File: config.mk
export PLATFORM = sky130hd
export DESIGN_NAME = fwd_hazard_unit
export DESIGN_NICKNAME = d
export VERILOG_FILES = /design/src/rtl/fwd_hazard_unit.sv
export SDC_FILE = /design/constraint.sdc
export NUM_CORES = 1
export LEC_CHECK = 0
export CORE_MARGIN = 2
export CORE_UTILIZATION = 29
export CTS_BUF_LIST = sky130_fd_sc_hd__clkbuf_8
export DETAILED_ROUTE_END_ITERATION = 8
export PLACE_DENSITY_LB_ADDON = 0.1
export SETUP_SLACK_MARGIN = 0.4
export SKIP_CTS_REPAIR_TIMING = 1
export SLEW_MARGIN = 20
export SYNTH_ARGS = -nofsm -noshare
export SYNTH_HDL_FRONTEND = slang
export SYNTH_SLANG_ARGS = --single-unit
File: constraint.sdc
create_clock -name clk -period 3.6 [get_ports clk]
set_input_delay 0.36 -clock clk [delete_from_list [all_inputs] [get_ports clk]]
set_output_delay 0.36 -clock clk [all_outputs]
set_load 0.005 [all_outputs]
File: src/rtl/fwd_hazard_unit.sv
// Operand bypass and load-use hazard unit: tracks in-flight destination tags
// per pipeline stage, forwards from the youngest producer and stalls decode.
module fwd_hazard_unit #(
  parameter int DATA_W     = 32,
  parameter int REG_ADDR_W = 5,
  parameter int NUM_RD     = 2,
  parameter int NUM_STAGES = 3,
  parameter int CNT_W      = 16
) (
  input  logic                         clk,
  input  logic                         rst_n,
  input  logic                         issue_valid,
  input  logic                         issue_we,
  input  logic [REG_ADDR_W-1:0]        issue_rd,
  input  logic [NUM_RD-1:0]            rs_used,
  input  logic [NUM_RD*REG_ADDR_W-1:0] rs_addr,
  input  logic [NUM_RD*DATA_W-1:0]     rf_data,
  input  logic [NUM_STAGES*DATA_W-1:0] stg_data,
  input  logic [NUM_STAGES-1:0]        stg_data_vld,
  input  logic                         flush,
  output logic [NUM_RD*DATA_W-1:0]     rs_data_fwd,
  output logic [NUM_RD-1:0]            fwd_hit,
  output logic                         stall,
  output logic [CNT_W-1:0]             stall_cnt
);

  logic [NUM_STAGES-1:0] tag_v_q, tag_v_d;
  logic [REG_ADDR_W-1:0] tag_rd_q [NUM_STAGES];
  logic [REG_ADDR_W-1:0] tag_rd_d [NUM_STAGES];
  logic [CNT_W-1:0]      stall_cnt_q, stall_cnt_d;
  logic [NUM_RD-1:0]     hazard;

  // Index 0 is EX (youngest); scanning downward leaves the youngest match.
  always_comb begin
    logic [REG_ADDR_W-1:0] addr;
    logic                  found;
    int                    win;
    rs_data_fwd = rf_data;
    fwd_hit     = '0;
    hazard      = '0;
    for (int p = 0; p < NUM_RD; p++) begin
      addr  = rs_addr[p*REG_ADDR_W +: REG_ADDR_W];
      found = 1'b0;
      win   = 0;
      for (int s = NUM_STAGES - 1; s >= 0; s--) begin
        if (tag_v_q[s] && (tag_rd_q[s] == addr) && (addr != '0)) begin
          found = 1'b1;
          win   = s;
        end
      end
      if (found && stg_data_vld[win]) begin
        rs_data_fwd[p*DATA_W +: DATA_W] = stg_data[win*DATA_W +: DATA_W];
        fwd_hit[p]                      = 1'b1;
      end
      hazard[p] = issue_valid & rs_used[p] & found & ~stg_data_vld[win];
    end
  end

  assign stall     = |hazard;
  assign stall_cnt = stall_cnt_q;

  always_comb begin
    tag_v_d[0]  = issue_valid & issue_we & (issue_rd != '0) & ~stall & ~flush;
    tag_rd_d[0] = issue_rd;
    for (int s = 1; s < NUM_STAGES; s++) begin
      tag_v_d[s]  = tag_v_q[s-1];
      tag_rd_d[s] = tag_rd_q[s-1];
    end
    // Flush squashes the instruction currently in EX as well as decode.
    if (flush) tag_v_d[1] = 1'b0;
    stall_cnt_d = stall_cnt_q;
    if (stall && !flush && (stall_cnt_q != '1)) stall_cnt_d = stall_cnt_q + CNT_W'(1);
  end

  always_ff @(posedge clk) begin
    if (!rst_n) begin
      tag_v_q     <= '0;
      stall_cnt_q <= '0;
    end else begin
      tag_v_q     <= tag_v_d;
      stall_cnt_q <= stall_cnt_d;
    end
    for (int s = 0; s < NUM_STAGES; s++) tag_rd_q[s] <= tag_rd_d[s];
  end

endmodule

==> impl_metrics.json <==
{
  "fp-row-count": 42,
  "placed_area_mm2": 0.00735,
  "ys_ff_latch": 34,
  "fin_crit_sh_pct": 91.5,
  "cp_data_required_time_ps": 3240,
  "synth.top_cell.area_share_pct": 17.0,
  "clk-insertion-delay-late_ps": 300,
  "reg2reg_depth": 10,
  "crit_chain": "buf_8 -> or4_4 -> nor2_4 -> buf_6 -> o31ai_4 -> o32a_1 -> o211a_4 -> a31oi_4 -> buf_12 -> buf_12 -> buf_4 -> clkbuf_16 -> mux2_4 -> buf_6",
  "core_region_area_mm2": 0.0134,
  "cpPeakStageDelay_ps": 530,
  "cp_max_fo": 4,
  "gp_congestion": 0.878,
  "crit_arrival_ps": 2930,
  "grt_usage_pct": 22.2,
  "synth.cell_area_mm2": 0.00401,
  "worstHoldPathCells": 0,
  "finClkSkew_ps": 6.15,
  "cp_slowest_cell": "or4_4",
  "slew_headroom_pct": 67.7,
  "ff_latch_area_um2": 689,
  "crit_cells": 14,
  "hp-class": "register to register",
  "cts_tree": "yes",
  "area_growth_pct": 98.3,
  "gr-total-overflow": 0,
  "setup_violations": 0,
  "final_antenna_net_count": 0,
  "start_kind": "primary input",
  "power.total_uw": 1180,
  "synth_nets": 668,
  "drt_iter0_drc": 180,
  "nets": 1005,
  "synthTopCellsByArea": "dfxtp_1 (17%), mux2i_1 (16%), mux2_4 (11%)",
  "syn_avg_cell_area_um2": 8.33,
  "clock.fmax_ghz": 0.304,
  "dr.pass1.iters": 4,
  "vias": 4895,
  "worst_pin_slew_ps": 484,
  "crit_type": "primary input to output pin",
  "antenna_cells": 0,
  "grt_pass1_wl_mm": 25.8,
  "netlist_instances": 482,
  "fillers": 1215,
  "multi_input_area_mm2": 0.00333,
  "io_pins": 268,
  "clockBufferDepth": 2,
  "rsz0062_at_grt": "yes",
  "synth_warnings": 0,
  "via_per_inst": 4.91,
  "drive_gt1_share_pct": 32.1,
  "synth_edf_count": 0,
  "fp.dieW_um": 122,
  "peakVddDrop_mv": 0.258,
  "cts_sinks": 34,
  "critPathCaptureType": "output pin",
  "io_buffers": 267,
  "grt_pass1_vias": 4780,
  "async_flop_share_pct": 0,
  "place_hpwl_mm": 14.4,
  "antenna_found_initial": 1,
  "finalWirelength_mm": 18.4,
  "hold_viol": 0,
  "fp.dieH_um": 122,
  "crit_family": "buffers and inverters",
  "leakage_uw": 0.00363,
  "ctsHtreeMaxLevel": 2,
  "synth-main-ff-cell": "dfxtp_1",
  "postLayoutCellArea_mm2": 0.00796,
  "synthDistinctLibCells": 45,
  "post_layout_nonfiller_instances": 996,
  "yosysSeqAreaShare_pct": 17.0,
  "grt_max_degree": 61,
  "rrSetupSlack_ps": 820,
  "dp_cells": 957,
  "period_minus_slack_ps": 3290,
  "numCtsBuffers": 5,
  "root_buffer": "clkbuf_8",
  "drv_cap": 0,
  "wl_per_cell_um": 18.5,
  "synth_top_cell_by_area": "dfxtp_1",
  "start_util_pct": 30.0,
  "die_area_mm2": 0.0148,
  "holdWs_ps": 391,
  "path_clk_slew_ps": 70,
  "final_max_slew_viol_count": 0,
  "power_density_mw_per_mm2": 149,
  "critPathBufInv": 7,
  "status": "finished clean",
  "drc_errors": 0
}
## worst reg2reg max path, cell delays in order, from the launching register on
cell and delay (ps):
dfxtp_1 400, xnor2_1 140, nand4_1 180, or3_1 390, buf_4 160, buf_4 140
a311oi_1 270, o2111a_1 260, nor2_2 110, or4_1 510, a21oi_1 140
## cells by family after synthesis
logic type | count (synthesis) | share of synthesized area (%)
xor gates and xnor gates | 33 | 7.20
buffers and inverters | 40 | 6.14
and+or+nand+nor | 139 | 16.3
adders and majority gates | 1 | 0.312
DFF | 34 | 17.0
AOI/OAI and AO/OA | 106 | 16.2
muxes | 129 | 36.9
## layout make-up
cell class / count / share of cell area (%)
Clock buffer: 6 / 1.04
Clock inverter: 2 / 0.204
Timing Repair Buffer: 365 / 45.3
Sequential cell: 34 / 8.66
Tap cell: 176 / 2.77
Multi-Input combinational cell: 408 / 41.8
Inverter: 5 / 0.236
## synthesized netlist by cell type, types with 6 or more instances
| cell | number |
|---|---|
| nand2_1 | 82 |
| mux2i_1 | 65 |
| o21ai_0 | 65 |
| dfxtp_1 | 34 |
| mux2_4 | 29 |
| xnor2_1 | 26 |
| mux2_1 | 19 |
| clkbuf_1 | 16 |
| mux2_2 | 16 |
| a21oi_1 | 9 |
| nand4_1 | 9 |
| or4_1 | 9 |
| or3_1 | 8 |
| nor2_1 | 7 |
| xor2_1 | 7 |
| nand3_1 | 6 |
| o31ai_1 | 6 |
## sequential cells by signal, summed over array words and instances, names as in the netlist
| signal | cells |
|---|---|
| tag_v_q | 3 |
| tag_rd_q | 15 |
| stall_cnt | 16 |
## through the flow
stage | worst slack, ps | utilization (%) | TNS (ps)
after global placement | -256 | 54.8 | -11470
after detailed placement | -320 | 54.8 | -14680
final | 305 | 59.4 | 0
after global routing | 220 | 59.4 | 0
after CTS | -324 | 55.6 | -15070
after floorplan | 691 | - | 0
## layout by cell type (no fill, tap or decap), types with 3 or more instances in the layout
| cell type | count |
|---|---|
| xnor2_2 | 4 |
| xnor2_1 | 22 |
| o21ai_0 | 63 |
| clkbuf_2 | 41 |
| xor2_1 | 7 |
| o21ai_1 | 6 |
| nor2_4 | 4 |
| or3_1 | 7 |
| or4_4 | 4 |
| clkdlybuf4s50_1 | 191 |
| o31ai_1 | 4 |
| mux2i_1 | 65 |
| dlymetal6s2s_1 | 11 |
| and3_1 | 3 |
| nor2_1 | 6 |
| mux2_4 | 61 |
| buf_12 | 16 |
| a21oi_1 | 9 |
| dfxtp_1 | 31 |
| buf_6 | 44 |
| o21a_1 | 3 |
| inv_1 | 5 |
| nand4_1 | 9 |
| clkbuf_16 | 3 |
| or4_1 | 5 |
| mux2_2 | 3 |
| buf_4 | 57 |
| o31a_1 | 3 |
| nand3_1 | 5 |
| nand2_1 | 80 |
| clkbuf_8 | 6 |
| nor4_1 | 3 |
## power breakdown
group,internal [uW],switching (uW),leakage [uW],total [uW]
logic,328,144,0.00330,471
clock network,157,158,0.0000478,315
registers,385,10.6,0.000280,396
total,870,312,0.00363,1180
## routing by layer
metal	wire (um)	track usage, %	vias to the layer above
met5	8	0	-
met4	436	6.39	2
met3	1110	4.21	29
met2	9730	41.6	159
met1	7140	25.6	2269
li1	-	-	2436
## path summary, 6_finish.rpt
| kind | from | end |
|---|---|---|
| worst min register to register | tag_rd_q[0][5] | tag_rd_q[0][10] |
| worst min-delay path | tag_rd_q[0][5] | tag_rd_q[0][10] |
| worst max-delay path | rs_addr[1] | rs_data_fwd[23] |
| worst max register to register | tag_rd_q[0][6] | stall_cnt[15] |
No activity file was read; power rests on OpenSTA's default activity.
